<file path="config.mk">
export PLATFORM = sky130hd
export DESIGN_NAME = eprom_programmer_flat
export DESIGN_NICKNAME = d
export VERILOG_FILES = /design/src/rtl/eprom_programmer_if.sv /design/src/rtl/eprom_programmer.sv /design/src/flat_wrapper.sv
export SDC_FILE = /design/constraint.sdc
export NUM_CORES = 1
export LEC_CHECK = 0
export CORE_MARGIN = 2
export CORE_UTILIZATION = 49
export DETAILED_ROUTE_END_ITERATION = 10
export PLACE_DENSITY_LB_ADDON = 0.12
export SYNTH_ARGS = -nofsm -noshare
export SYNTH_HDL_FRONTEND = slang
export SYNTH_SLANG_ARGS = --single-unit
</file>
<file path="constraint.sdc">
create_clock -name clk -period 3 [get_ports clk]
set_input_delay 0.75 -clock clk [delete_from_list [all_inputs] [get_ports clk]]
set_output_delay 0.75 -clock clk [all_outputs]
set_load 0.02 [all_outputs]
</file>
<file path="src/rtl/eprom_programmer_if.sv">
// Word-stream and EPROM bus bundle for eprom_programmer.
// slave: programmer side; master: source + EPROM side.
interface eprom_programmer_if #(
  parameter int ADDR_W = 4,
  parameter int DATA_W = 16
);
  logic              in_valid;
  logic [DATA_W-1:0] in_data;
  logic              in_ready;
  logic [ADDR_W-1:0] mem_addr;
  logic              mem_we;
  logic [DATA_W-1:0] mem_wdata;
  logic              mem_erase;
  logic [DATA_W-1:0] mem_rdata;

  modport slave (
    input  in_valid, in_data, mem_rdata,
    output in_ready, mem_addr, mem_we,
    output mem_wdata, mem_erase
  );

  modport master (
    output in_valid, in_data, mem_rdata,
    input  in_ready, mem_addr, mem_we,
    input  mem_wdata, mem_erase
  );
endinterface

</file>
<file path="src/rtl/eprom_programmer.sv">
// EPROM programmer: optional erase+check, then write/verify DEPTH words.
// Ports: clk, rst_n, start, do_erase, bus (slave), busy, done, error, err_addr, words_written.
module eprom_programmer #(
  parameter int ADDR_W = 4,
  parameter int DATA_W = 16,
  parameter int DEPTH  = 16
) (
  input  logic              clk,
  input  logic              rst_n,
  input  logic              start,
  input  logic              do_erase,
  eprom_programmer_if.slave bus,
  output logic              busy,
  output logic              done,
  output logic              error,
  output logic [ADDR_W-1:0] err_addr,
  output logic [ADDR_W:0]   words_written
);

  typedef enum logic [2:0] {
    S_IDLE,
    S_ERASE,
    S_ECHK,
    S_PROG,
    S_VERIFY,
    S_DONE,
    S_ERR
  } state_t;

  localparam logic [ADDR_W-1:0] LAST = ADDR_W'(DEPTH - 1);

  state_t            state_q, state_d;
  logic [ADDR_W-1:0] cnt_q, cnt_d;
  logic [DATA_W-1:0] exp_q, exp_d;
  logic              error_q, error_d;
  logic [ADDR_W-1:0] eaddr_q, eaddr_d;
  logic [ADDR_W:0]   words_q, words_d;

  always_comb begin
    state_d = state_q;
    cnt_d   = cnt_q;
    exp_d   = exp_q;
    error_d = error_q;
    eaddr_d = eaddr_q;
    words_d = words_q;
    unique case (state_q)
      S_IDLE: begin
        if (start) begin
          error_d = 1'b0;
          eaddr_d = '0;
          words_d = '0;
          cnt_d   = '0;
          state_d = do_erase ? S_ERASE : S_PROG;
        end
      end
      S_ERASE: begin
        cnt_d   = '0;
        state_d = S_ECHK;
      end
      S_ECHK: begin
        if (bus.mem_rdata != '0) begin
          eaddr_d = cnt_q;
          error_d = 1'b1;
          state_d = S_ERR;
        end else if (cnt_q == LAST) begin
          cnt_d   = '0;
          state_d = S_PROG;
        end else begin
          cnt_d = cnt_q + 1'b1;
        end
      end
      S_PROG: begin
        // The EPROM captures the write on this same edge.
        if (bus.in_valid) begin
          exp_d   = bus.in_data;
          state_d = S_VERIFY;
        end
      end
      S_VERIFY: begin
        if (bus.mem_rdata == exp_q) begin
          words_d = words_q + 1'b1;
          if (cnt_q == LAST) begin
            state_d = S_DONE;
          end else begin
            cnt_d   = cnt_q + 1'b1;
            state_d = S_PROG;
          end
        end else begin
          eaddr_d = cnt_q;
          error_d = 1'b1;
          state_d = S_ERR;
        end
      end
      S_DONE:  state_d = S_IDLE;
      S_ERR:   state_d = S_IDLE;
      default: state_d = S_IDLE;
    endcase
  end

  always_ff @(posedge clk or negedge rst_n) begin
    if (!rst_n) begin
      state_q <= S_IDLE;
      cnt_q   <= '0;
      exp_q   <= '0;
      error_q <= 1'b0;
      eaddr_q <= '0;
      words_q <= '0;
    end else begin
      state_q <= state_d;
      cnt_q   <= cnt_d;
      exp_q   <= exp_d;
      error_q <= error_d;
      eaddr_q <= eaddr_d;
      words_q <= words_d;
    end
  end

  logic addr_en;

  always_comb begin
    addr_en = (state_q == S_ECHK) ||
              (state_q == S_PROG) ||
              (state_q == S_VERIFY);
  end

  assign busy          = (state_q != S_IDLE);
  assign done          = (state_q == S_DONE);
  assign error         = error_q;
  assign err_addr      = eaddr_q;
  assign words_written = words_q;

  assign bus.in_ready  = (state_q == S_PROG);
  assign bus.mem_we    = bus.in_ready && bus.in_valid;
  // Gated so the bus is quiet outside PROG and under reset.
  assign bus.mem_wdata = bus.in_ready ? bus.in_data : '0;
  assign bus.mem_erase = (state_q == S_ERASE);
  assign bus.mem_addr  = addr_en ? cnt_q : '0;

endmodule

</file>
<file path="src/flat_wrapper.sv">
// flat-port wrapper written by rule: the top's interface ports become plain ports
module eprom_programmer_flat 
#(
  parameter int ADDR_W = 4,
  parameter int DATA_W = 16,
  parameter int DEPTH  = 16
)
  (clk, rst_n, start, do_erase, busy, done, error, err_addr, words_written, bus_in_valid, bus_in_data, bus_mem_rdata, bus_in_ready, bus_mem_addr, bus_mem_we, bus_mem_wdata, bus_mem_erase);
  eprom_programmer_if #(.ADDR_W(ADDR_W), .DATA_W(DATA_W)) bus_i ();
  input  logic clk;
  input  logic rst_n;
  input  logic start;
  input  logic do_erase;
  output logic busy;
  output logic done;
  output logic error;
  output logic [ADDR_W-1:0] err_addr;
  output logic [ADDR_W:0] words_written;
  input wire logic [$bits(bus_i.in_valid)-1:0] bus_in_valid;
  input wire logic [$bits(bus_i.in_data)-1:0] bus_in_data;
  input wire logic [$bits(bus_i.mem_rdata)-1:0] bus_mem_rdata;
  output wire logic [$bits(bus_i.in_ready)-1:0] bus_in_ready;
  output wire logic [$bits(bus_i.mem_addr)-1:0] bus_mem_addr;
  output wire logic [$bits(bus_i.mem_we)-1:0] bus_mem_we;
  output wire logic [$bits(bus_i.mem_wdata)-1:0] bus_mem_wdata;
  output wire logic [$bits(bus_i.mem_erase)-1:0] bus_mem_erase;
  assign bus_i.in_valid = bus_in_valid;
  assign bus_i.in_data = bus_in_data;
  assign bus_i.mem_rdata = bus_mem_rdata;
  assign bus_in_ready = bus_i.in_ready;
  assign bus_mem_addr = bus_i.mem_addr;
  assign bus_mem_we = bus_i.mem_we;
  assign bus_mem_wdata = bus_i.mem_wdata;
  assign bus_mem_erase = bus_i.mem_erase;
  eprom_programmer #(.ADDR_W(ADDR_W), .DATA_W(DATA_W), .DEPTH(DEPTH)) u_core (.clk(clk), .rst_n(rst_n), .start(start), .do_erase(do_erase), .bus(bus_i), .busy(busy), .done(done), .error(error), .err_addr(err_addr), .words_written(words_written));
endmodule
</file>
# Yosys cells after proc, flatten, opt, wreduce, memory -nomap -nowiden
# Index checks and enable logic that the tools add are counted.
# Widths: inputs -> output; s select.
# word_totals
reg_bits	33
elab_cells	63
output_inout_bits	35
input_bits	37
# classes
reduce_logical	14
eq_ne	15
n_addsub	2
n_mux	26
# op_table
op	n
$mux 4	8
$mux 3	6
$eq 16x16->1	1
$mux 16	1
$pmux 4 s4	1
$reduce_bool 16->1	1
$pmux 3 s5	1
$pmux 4 s3	1
$mux 5	2
$ne 2x2->1 const B	5
$pmux 5 s2	1
$eq 3x2->1 const B	2
$eq 3x3->1 const B	2
$reduce_and 3->1	2
$reduce_bool 3->1	2
$add 5x1->5 const B	1
$reduce_and 5->1	1
$add 4x1->4 const B	1
$eq 4x4->1 const B	1
$ne 2x1->1 const B	2
$reduce_and 4->1	1
$reduce_bool 4->1	1
$eq 3x1->1 const B	1
$logic_not 3->1	1
other kinds (8)	11

# Depth between registers and ports, before layout
# Gate-level depths: netlist of the first run.
# logic_depth
ltp_word	4
mapped_depth	6
depth_no_buf	6

# Worst setup path before layout of the first run
# No wires, ideal clock.
# synth_timing
kind	register to output
startpoint	register u_core.state_q[2]
endpoint	output port bus_mem_wdata[10]
n_path_buf	2
t_required_ns	2.250
arrival_time_ns	1.435
stages_incl_launch_ff	6
slack_ns	0.815
cell_sequence	dfrtp_1 inv_2 and3_1 buf_2 clkbuf_1 and2_1
# synth_via
elab_chain_cells	2
# synth_rtl
item	line	rtl
from (decl)	eprom_programmer.sv:32	state_t state_q, state_d;
from (signal assigned)	eprom_programmer.sv:109	state_q <= state_d;
$eq 3x2->1	eprom_programmer.sv:132	assign bus.in_ready = (state_q == S_PROG);
net bus_in_ready	flat_wrapper.sv:22	output wire logic [$bits(bus_i.in_ready)-1:0] bus_in_ready;
$mux 16	eprom_programmer.sv:135	assign bus.mem_wdata = bus.in_ready ? bus.in_data : '0;
to (decl)	flat_wrapper.sv:25	output wire logic [$bits(bus_i.mem_wdata)-1:0] bus_mem_wdata;
# The timed path passes the listed nets, and every way through them passes these cells.

# Worst setup path in the final report of the first run
# layout_timing
startpoint	register u_core.state_q[1]
endpoint	output port bus_mem_wdata[8]
# layout_via
elab_chain_cells	2
# layout_rtl
item	line
$eq 3x2->1	eprom_programmer.sv:132
$mux 16	eprom_programmer.sv:135
# Every way passes these cells.

==> results of run 1 <==
-- flip-flops by register name (all words and copies together) (netlist names) --
register and cells:
u_core.exp_q 16, u_core.err_addr 4, u_core.state_q 3, u_core.cnt_q 4, u_core.words_written 5, u_core.error 1
-- report_power, final --
group	internal (mW)	switching (mW)	total (mW)	leakage (nW)
registers	0.606	0.141	0.747	0.422
logic	0.609	0.581	1.19	0.783
clock network	0.161	0.154	0.315	0.0450
total	1.38	0.876	2.25	1.25
-- path summary, 6_finish.rpt --
kind / endpoint / slack, ps / from / cells after the start
setup / recovery: bus_mem_wdata[8] / 190 / u_core.state_q[1] / 4
hold / removal: u_core.err_addr[2] / 530 / u_core.err_addr[2] / 2
setup reg to reg: u_core.words_written[4] / 1060 / u_core.exp_q[12] / 6
hold reg to reg: u_core.err_addr[2] / 530 / u_core.err_addr[2] / 2
max in group asynchronous: u_core.exp_q[8] / 1810 / rst_n / 2
min in group asynchronous: u_core.state_q[1] / 880 / rst_n / 2
-- Yosys cell counts, types with 5 or more instances --
library cell,instances,area (sq um)
dfrtp_1,33,826
and2_1,18,113
mux2_2,16,180
xnor2_1,16,140
nand2_1,14,52.6
a21oi_1,8,40.0
inv_1,8,30.0
mux2i_1,8,80.1
nand3_1,6,30.0
nor2b_1,6,37.5
and3_1,5,31.3
buf_2,5,25.0
nand4_1,5,31.3
nor2_1,5,18.8
-- layer usage --
layer,share of wire (%),track usage [%]
met1,41,28.6
met2,49,35.9
met3,8.4,6.98
met4,0.93,5.45
met5,0,0
-- critical path, cell delays in order, from the launching register on --
cell	delay, ps
dfrtp_1	570
and3_1	210
buf_4	210
and2_1	160
clkdlybuf4s50_1	620
-- through the flow --
step / worst slack, ps / std cells / util (%) / power [mW] / hold slack (ps)
2_1_floorplan: 815 / 204 / - / 1.54 / 454
3_3_place_gp: 215 / 327 / 71.0 / 1.92 / 508
3_5_place_dp: 195 / 327 / 71.0 / 1.95 / 517
4_1_cts: 156 / 335 / 73.1 / 2.27 / 525
5_1_grt: 0.0746 / 335 / 73.1 / 2.43 / 545
6_report: 186 / 335 / 73.1 / 2.25 / 526
-- final cells by class --
type	count	share of cell area, %
repair buffers	81	26.5
flip-flops and latches	33	27.8
multi-input cells	154	39.6
well taps	50	2.11
clock inverters	2	0.338
inverters	9	1.14
clock buffers	6	2.45
-- cell families after synthesis --
kind of cell             count (synthesis)  share of synthesized area (%)
adder cells (fa/ha/maj)                  2                           1.20
XOR/XNOR                                16                           6.73
flip-flops                              33                           39.7
buffers and inverters                   17                           3.91
multiplexers                            26                           13.9
AND/OR/NAND/NOR                         79                           22.7
AO/OA/AOI/OAI                           31                           11.8
==> flow_summary.toml, run 1 <==
[cts]
cts_made_buffers = 5
ctsResizeCount = 0
cts_buffer_depth = 2
cts_root_buffer = "clkbuf_8"
clock_latency_ps = 280
cts.sinks = 33
cts_setup_buffers = 0
cts_hold_buf = 0
clkTransAtPathRegs_ps = 70
htree_levels = 2
tritoncts = "done"

[routing]
drt_wl_total_mm = 5.07
drc = 0
avgRoutedWirePerCell_um = 15.1
drtIter0Drc = 238
vias = 1839
routed_via_density = 5.49
ant_nets = 0
first_pass_iters = 4

[synth]
synth-edff-count = 0
syn_area_per_cell_sq_um = 10.2
yosys_most_used_dff = "dfrtp_1"
async_reset_ff_share_pct = 100
yosys_warnings = 0
synth_fp_nets = 243
synth_cell_types = 44
ys_ff_latch = 33
synth_area_sq_um = 2080
syn_inst = 204
ys_seq_area_share_pct = 39.7

[power]
p_leak_nw = 1.25
ir_drop_mv = 0.476
powerDensity_nw_per_um2 = 759

[critical_path]
critPathArrivalTime_ps = 2060
cp-end-kind = "primary output"
required_ps = 2250
crit_path_max_fanout = 19
criticalPathCategory = "reg -> out"
critPathLaunchType = "flip-flop"

[grt]
grt_start_max_net_pins = 34
globalRoute.totalOverflow = 0
grt_pass1_vias = 1843
antenna_found_initial = 0
grt_usage_pct = 22.0
grt_pass1_wl_mm = 8.51

[finish]
multi_input_area_sq_um = 1170
drive_gt1_share_pct = 16.1
seqCellArea_sq_um = 826
area_delta_synth_final_pct = 42.4
final_common_cell = "clkdlybuf4s50_1"
num_antenna_cells = 0
fill_cells = 301
nets = 323
final_area_sq_um = 2970
final_cell_mix = "clkdlybuf4s50_1 (71), dfrtp_1 (33), and2_1 (18)"

[floorplanning]
die_area_sq_um = 4790
start_util_pct = 51.3
fp.dieW_um = 69.2
io_pins = 72
coreArea_sq_um = 4060
die_h_um = 69.2
rows = 23

[sta]
slew_headroom_pct = 64.7
fin_tns_setup_ps = 0
period_needed_ps = 2810
worst_slew_pin_slew_ps = 530
setup_viol = 0
finClkSkew_ps = 7.58
slew_violations = 0
rsz0062_at_grt = "false"
finalHoldViolCount = 0
final.period_utilization_pct = 93.8
max_freq_mhz = 355

[flow_run]
drv_cap = 0

[place]
portBuffers = 71
gp_routability_congestion = 0.877
post-dp-hpwl_mm = 3.89
place_area_sq_um = 2880

[min_path]
hold_path.class = "reg -> reg"

[status]
outcome = "completed"
No activity file was read; power rests on OpenSTA's default activity.
==> run 2: changes to the inputs <==
- CAP_MARGIN: not set -> 20
- CORE_MARGIN: 2 -> 1
==> flow_summary.toml, run 2 (synthesis results as in run 1) <==
[critical_path]
required_ps = 2250
slowest_delay_ps = 600
cp.buffers_inverters = 3
crit_path_max_fanout = 4
crit_chain = "clkdlybuf4s50_1 -> nand2_2 -> inv_1 -> clkdlybuf4s50_1"
slowest_stage = "clkdlybuf4s50_1"
cp-end-kind = "primary output"
path_delay_family = "buffers and inverters"
criticalPathCategory = "in -> out"
critPathLaunchType = "input port"
path_common_cell = "clkdlybuf4s50_1"
critPathArrivalTime_ps = 2080

[place]
gp_routability_congestion = 0.897
post-dp-hpwl_mm = 3.56
place_area_sq_um = 2880
portBuffers = 71

[routing]
avgRoutedWirePerCell_um = 14.6
ant_nets = 0
drtIter0Drc = 127
vias = 1848
drt_wl_total_mm = 4.85
drc = 0
first_pass_iters = 4
routed_via_density = 5.55

[power]
ir_drop_mv = 0.484
total_power_mw = 2.26
powerDensity_nw_per_um2 = 763
p_leak_nw = 1.24

[finish]
top_register = "u_core.exp_q"
area_delta_synth_final_pct = 42.3
final_area_sq_um = 2960
largest_reg_flops = 16
final_cell_mix = "clkdlybuf4s50_1 (71), dfrtp_1 (32), and2_1 (18)"
num_antenna_cells = 0
nets = 322
final_common_cell = "clkdlybuf4s50_1"
fill_cells = 314
drive_gt1_share_pct = 15.9

[grt]
grt_usage_pct = 23.5
grt_pass1_wl_mm = 7.92
antenna_found_initial = 0
globalRoute.totalOverflow = 0
grt_start_max_net_pins = 34
grt_pass1_vias = 1752

[cts]
tritoncts = "done"
cts_root_buffer = "clkbuf_8"
cts.sinks = 33
cts_made_buffers = 5
htree_levels = 2
ctsResizeCount = 0
cts_buffer_depth = 2
clkTransAtPathRegs_ps = 60
clock_latency_ps = 280
cts_hold_buf = 0
cts_setup_buffers = 0

[floorplanning]
die_h_um = 67.2
start_util_pct = 51.7
coreArea_sq_um = 4030
rows = 23
die_area_sq_um = 4510
io_pins = 72
fp.dieW_um = 67.2

[sta]
setup_viol = 0
finClkSkew_ps = 5.82
rsz0062_at_grt = "false"
finalHoldViolCount = 0
worst_slew_pin_slew_ps = 492
slew_violations = 0
final.period_utilization_pct = 94.2
max_freq_mhz = 354
fin_tns_setup_ps = 0
period_needed_ps = 2830
slew_headroom_pct = 67.2

[flow_run]
drv_cap = 0

[status]
outcome = "completed"

[min_path]
hold_path.class = "reg -> reg"
[run 2: area by class of cell]
| type | count | area (sq um) | share of cell area, % |
|---|---|---|---|
| Tap cell | 50 | 62.6 | 2.11 |
| Timing Repair Buffer | 80 | 778 | 26.3 |
| Inverter | 9 | 33.8 | 1.14 |
| Clock buffer | 7 | 86.3 | 2.91 |
| Sequential cell | 33 | 827 | 27.9 |
| Multi-Input combinational cell | 154 | 1170 | 39.7 |
[run 2: power breakdown]
| part | switching (mW) | total (mW) | internal (mW) |
|---|---|---|---|
| sequential | 0.151 | 0.758 | 0.606 |
| clock | 0.154 | 0.336 | 0.182 |
| combinational | 0.566 | 1.17 | 0.601 |
[run 2: path summary, 6_finish.rpt]
| kind | to | depth (start not counted) | slack, ps | from |
|---|---|---|---|---|
| max | bus_mem_we | 4 | 170 | bus_in_valid |
| min | u_core.err_addr[1] | 2 | 520 | u_core.err_addr[1] |
| max reg2reg | u_core.cnt_q[1] | 6 | 1110 | u_core.state_q[1] |
| min reg2reg | u_core.err_addr[1] | 2 | 520 | u_core.err_addr[1] |
| max in group asynchronous | u_core.state_q[0] | 2 | 1790 | rst_n |
| min in group asynchronous | u_core.words_written[1] | 2 | 880 | rst_n |
[run 2: metrics by stage]
| stage | hold WS, ps | util [%] | worst slack, ps | std cells |
|---|---|---|---|---|
| 4_1_cts | 528 | 73.5 | 99.1 | 333 |
| 2_1_floorplan | 454 | - | 815 | 204 |
| 5_1_grt | 548 | 73.5 | 143 | 333 |
| 3_5_place_dp | 518 | 71.4 | 207 | 326 |
| 3_3_place_gp | 510 | 71.4 | 191 | 326 |
| 6_report | 519 | 73.5 | 173 | 333 |
[run 2: worst reg2reg max path, delay by kind of cell, from the launching register on]
kind	cells	cell delay, ps
simple gates	1	310
buf+inv	1	220
flops	1	480
mux	1	320
compound gates	3	460
[run 2: per-layer routing]
metal | share of wire [%] | GRT usage [%] | vias up
li1 | - | - | 886
met1 | 44 | 28.7 | 882
met2 | 48 | 39.9 | 73
met3 | 6.6 | 6.08 | 7
met4 | 1.3 | 7.98 | 0
met5 | 0 | 0 | -
==> edit 1 (config.mk and constraints of run 2) <==
`eaddr_q` and `words_q` no longer have a reset.
--- a/src/rtl/eprom_programmer.sv
+++ b/src/rtl/eprom_programmer.sv
@@ -103,16 +103,17 @@
       cnt_q   <= '0;
       exp_q   <= '0;
       error_q <= 1'b0;
-      eaddr_q <= '0;
-      words_q <= '0;
     end else begin
       state_q <= state_d;
       cnt_q   <= cnt_d;
       exp_q   <= exp_d;
       error_q <= error_d;
-      eaddr_q <= eaddr_d;
-      words_q <= words_d;
     end
+  end
+
+  always_ff @(posedge clk) begin
+    eaddr_q <= eaddr_d;
+    words_q <= words_d;
   end
 
   logic addr_en;
Formal check against the unedited RTL: differs if rst_n is asserted again (counterexample within 4 cycles, from zero or initial values and one cycle with rst_n low); with rst_n held inactive, the same outputs for 10 cycles.
==> edit 1 against run 2 <==
Sequential cell count unchanged; total power up 1.9%; wire length is 11% lower; area after synthesis fell by 8.1%; worst hold slack improved by 8.2 ps; critical path depth unchanged; design area fell by 5.6%; sequential share of layout area is 3.3 points higher; setup slack got worse by 31 ps; first-iteration DRC count is 19% higher.
==> edit 1: results (changes against run 2) <==
place:
  dp_cells: 302  # -7.4%
  place_congestion: 0.944  # +5.2%
  place_hpwl_um: 3300  # -7.3%
layout:
  seq_share: 0.312  # +0.0326
  drive_gt1_frac: 0.149  # -0.0102
  non_clock_buffer_area_share: 0.267  # +0.00477
logic_synthesis:
  synth_xor_area_frac: 0.0870  # +0.0197
  synth.area.mux_share: 0.0942  # -0.0452
  synthArstFlopShare: 0.727  # -0.273
  yosysSeqAreaShare: 0.455  # +0.0586
  synth_compound_area_frac: 0.0922  # -0.0262
  synthAdderAreaFrac: 0.0131  # +0.00106
detailed_routing:
  wire_per_inst_um: 13.9  # -4.2%
  first_iter_violations: 151  # +19%
global_route:
  grt_pass1_wl_um: 7170  # -9.5%
  grtUsageTotal: 0.233  # -0.00155
critical_path:
  r2r_slack_ps: 900  # -210 ps
  cp_max_fo: 18  # +14
  worst_path_largest_cell_delay_ps: 620  # +20 ps
  reg2reg_to: "u_core.cnt_q[3]"
  worstPathArrival_ps: 2110  # +30 ps
worst_hold_path:
  worstHoldPathCells: 1  # -1
power_and_ir_drop:
  p_leak_nw: 1.15  # -7.3%
  peakVddDrop_uv: 435  # -10%
run_status:
  outcome: "complete, no violations"
-- edit 1: cell count changes in the layout (fill, tap and decap cells not counted), moves of 6 or more --
cell	before	now
nor2_1	5	11
xnor2_1	16	1
xor2_1	0	18
mux2i_1	8	0
dfrtp_1	32	23
edfxtp_1	0	9
-- edit 1: stage by stage --
stage                      util  setup slack, ps  hold WS, ps  instance area (sq um)  power [W]
after floorplan               -              675          454                   1910    0.00154
after global placement    0.727              154          510                   2700    0.00193
after detailed placement  0.727              111          514                   2700    0.00196
after CTS                 0.751             38.9          528                   2790    0.00231
after global routing      0.753           -0.656          554                   2800    0.00247
final                     0.753              142          528                   2800    0.00230
-- edit 1: worst max-delay path: cells and delay by family, from the launching register on --
| family | cells | cell delay (ps) |
|---|---|---|
| AND/OR/NAND/NOR | 2 | 400 |
| buffers and inverters | 2 | 860 |
| flip-flops | 1 | 560 |
-- edit 1: power by group --
group / internal, W / switching, W / leakage (nW)
combinational: 0.000547 / 0.000578 / 0.720
sequential: 0.000673 / 0.000163 / 0.384
clock: 0.000182 / 0.000162 / 0.0486
-- edit 1: routing by layer --
| metal | vias up | global-route usage | share of wire |
|---|---|---|---|
| met3 | 8 | 0.0792 | 0.072 |
| met1 | 776 | 0.279 | 0.42 |
| met2 | 67 | 0.389 | 0.49 |
| li1 | 809 | - | - |
| met5 | - | 0 | 0 |
| met4 | 0 | 0.0833 | 0.015 |
-- edit 1: worst min-delay path by stage --
stage                     slack (ps)               to            start
final                            530  u_core.exp_q[8]  u_core.exp_q[8]
after global routing             550  u_core.exp_q[1]  u_core.exp_q[1]
after CTS                        530  u_core.exp_q[8]  u_core.exp_q[8]
after detailed placement         510  u_core.exp_q[8]  u_core.exp_q[8]
after global placement           510  u_core.exp_q[8]  u_core.exp_q[8]
after floorplan                  450  u_core.cnt_q[0]            rst_n
==> edit 2 (flow settings as in run 2) <==
Without the edit above. `ADDR_W` is set to 4 in 3 places; all go to 2.
--- a/src/rtl/eprom_programmer_if.sv
+++ b/src/rtl/eprom_programmer_if.sv
@@ -1,7 +1,7 @@
 // Word-stream and EPROM bus bundle for eprom_programmer.
 // slave: programmer side; master: source + EPROM side.
 interface eprom_programmer_if #(
-  parameter int ADDR_W = 4,
+  parameter int ADDR_W = 2,
   parameter int DATA_W = 16
 );
   logic              in_valid;
--- a/src/rtl/eprom_programmer.sv
+++ b/src/rtl/eprom_programmer.sv
@@ -1,7 +1,7 @@
 // EPROM programmer: optional erase+check, then write/verify DEPTH words.
 // Ports: clk, rst_n, start, do_erase, bus (slave), busy, done, error, err_addr, words_written.
 module eprom_programmer #(
-  parameter int ADDR_W = 4,
+  parameter int ADDR_W = 2,
   parameter int DATA_W = 16,
   parameter int DEPTH  = 16
 ) (
--- a/src/flat_wrapper.sv
+++ b/src/flat_wrapper.sv
@@ -1,7 +1,7 @@
 // flat-port wrapper written by rule: the top's interface ports become plain ports
 module eprom_programmer_flat 
 #(
-  parameter int ADDR_W = 4,
+  parameter int ADDR_W = 2,
   parameter int DATA_W = 16,
   parameter int DEPTH  = 16
 )
Interface: changed (resized bus_mem_addr, err_addr and words_written); port bits go from 72 to 66. The function was not compared with the original's and may differ.
==> edit 2 against run 2 <==
Core utilization shrank 0.50 points; die area shrank 18%; clock skew shrank 4.9 ps; sequential cell count shrank 6; area after synthesis shrank 18%; via count shrank 14%; global-route usage grew 0.95 points; design area shrank 18%; wire length shrank 9.1%; setup slack gained 71 ps; sequential power shrank 8.6%; total power shrank 12%; largest cell class unchanged; largest power group unchanged.
==> edit 2: results (changes against run 2) <==
layout:
  drive_gt1_frac: 0.165  # +0.00555
  nNetsFinal: 277  # -14%
  diodes: 0  # unchanged
  top_register: "u_core.exp_q"
  largest_reg_flops: 16  # unchanged
critical_path:
  cp_max_fo: 10  # +6
  worstPathArrival_ps: 2010  # -70 ps
clock_tree:
  htreeDepth: 1  # -1
  post_cts_buffers: 0  # unchanged
  cts_resized: 1  # +1
  cts-root-buf: "clkbuf_4"
  cts_buffers: 3  # -2
  clockBufferDepth: 2  # unchanged
  clk_pin_slew_ps: 150  # +90 ps
  insertion_delay_ps: 330  # +50 ps
detailed_routing:
  wl_met3_um: 255  # -20%
  wire_per_inst_um: 15.6  # +6.9%
  drc_errors: 0  # unchanged
  top_layer: "met4"
  via_per_inst: 5.60  # +0.92%
  met1_length_um: 2010  # -5.2%
  dr_wl_met2_um: 2110  # -10%
  firstDrtPassIters: 4  # unchanged
  first_iter_violations: 80  # -37%
place:
  port_buffers: 65  # -8.5%
  place_hpwl_um: 3430  # -3.6%
  place_area_sq_um: 2400  # -16%
  place_congestion: 0.877  # -2.3%
timing:
  skew_ps: 0.961  # -4.86 ps
  tightest_slew_ps: 481  # -10.7 ps
  hold_viol_final: 0  # unchanged
logic_synthesis:
  synthArstFlopShare: 1.00  # unchanged
  yosysSeqAreaShare: 0.398  # +0.00130
  synth_cell_types: 47  # +6.8%
  synth_most_common_cell: "dfrtp_1"
  synth.top_cells.by_area: "dfrtp_1, mux2_2, xnor2_1"
  yosysWarnings: 0  # unchanged
  netlist_top_cells_count: "dfrtp_1, and3_1, mux2_2, xnor2_1, nand2_1"
  synthesis.nets: 210  # -14%
global_route:
  grtUsageTotal: 0.244  # +0.00947
  grt_util_met2: 0.396  # -0.00315
  antenna_found_initial: 0  # unchanged
  grt_pass1_vias: 1573  # -10%
  met3_usage: 0.0320  # -0.0288
  gr-usage-met1: 0.344  # +0.0565
  grt_max_degree: 28  # -18%
  grt_pass1_wl_um: 6830  # -14%
run_status:
  outcome: "complete, no violations"
worst_hold_path:
  hp-class: "reg -> reg"
power_and_ir_drop:
  peakVddDrop_uv: 370  # -24%
  p_leak_nw: 1.06  # -15%
## edit 2: cell count changes after synthesis, moves of 5 or more
cell,run 2,this run
and2_1,18,1
inv_1,8,3
and3_1,5,16
dfrtp_1,33,27
mux2i_1,8,2
## edit 2: logic make-up after synthesis
kind of cell             Yosys count  synth area share
buffers and inverters             15            0.0442
XOR/XNOR                          16            0.0825
multiplexers                      18             0.118
adder cells (fa/ha/maj)            2            0.0147
AO/OA/AOI/OAI                     32             0.134
AND/OR/NAND/NOR                   61             0.209
flip-flops                        27             0.398
## edit 2: path summary, 6_finish.rpt
check                              startpoint                 endpoint  slack [ps]  depth (start not counted)
setup reg to reg              u_core.cnt_q[0]          u_core.cnt_q[1]        1240                          6
hold / removal             u_core.err_addr[0]       u_core.err_addr[0]         530                          1
max in group asynchronous               rst_n        u_core.state_q[1]        1960                          2
setup / recovery            u_core.state_q[1]         bus_mem_wdata[5]         240                          4
hold reg to reg            u_core.err_addr[0]       u_core.err_addr[0]         530                          1
min in group asynchronous               rst_n  u_core.words_written[2]         760                          2
## edit 2: power breakdown
part	switching, W	internal (W)	total (W)
clock	0.000114	0.0000501	0.000164
combinational	0.000558	0.000565	0.00112
sequential	0.000165	0.000527	0.000693
total	0.000837	0.00114	0.00198
## edit 2: worst max-delay path, cell delays in order (launching register included)
cell and delay, ps:
dfrtp_2 510, nor2b_1 190, buf_4 190, and3_1 170, clkdlybuf4s50_1 620
## edit 2: final cells by class
cell class / count / area, sq um
tap: 46 / 57.6
clock inverter: 1 / 5.00
sequential: 27 / 678
timing repair buffer: 72 / 708
fill: 264 / 900
inverter: 5 / 18.8
multi-input combinational: 129 / 947
clock buffer: 3 / 22.5
## edit 2: per-stage QoR
stage	setup slack [ps]	cells
floorplan	902	171
detailed placement	243	279
global route	124	283
CTS	22.3	283
global placement	257	279
finish	244	283
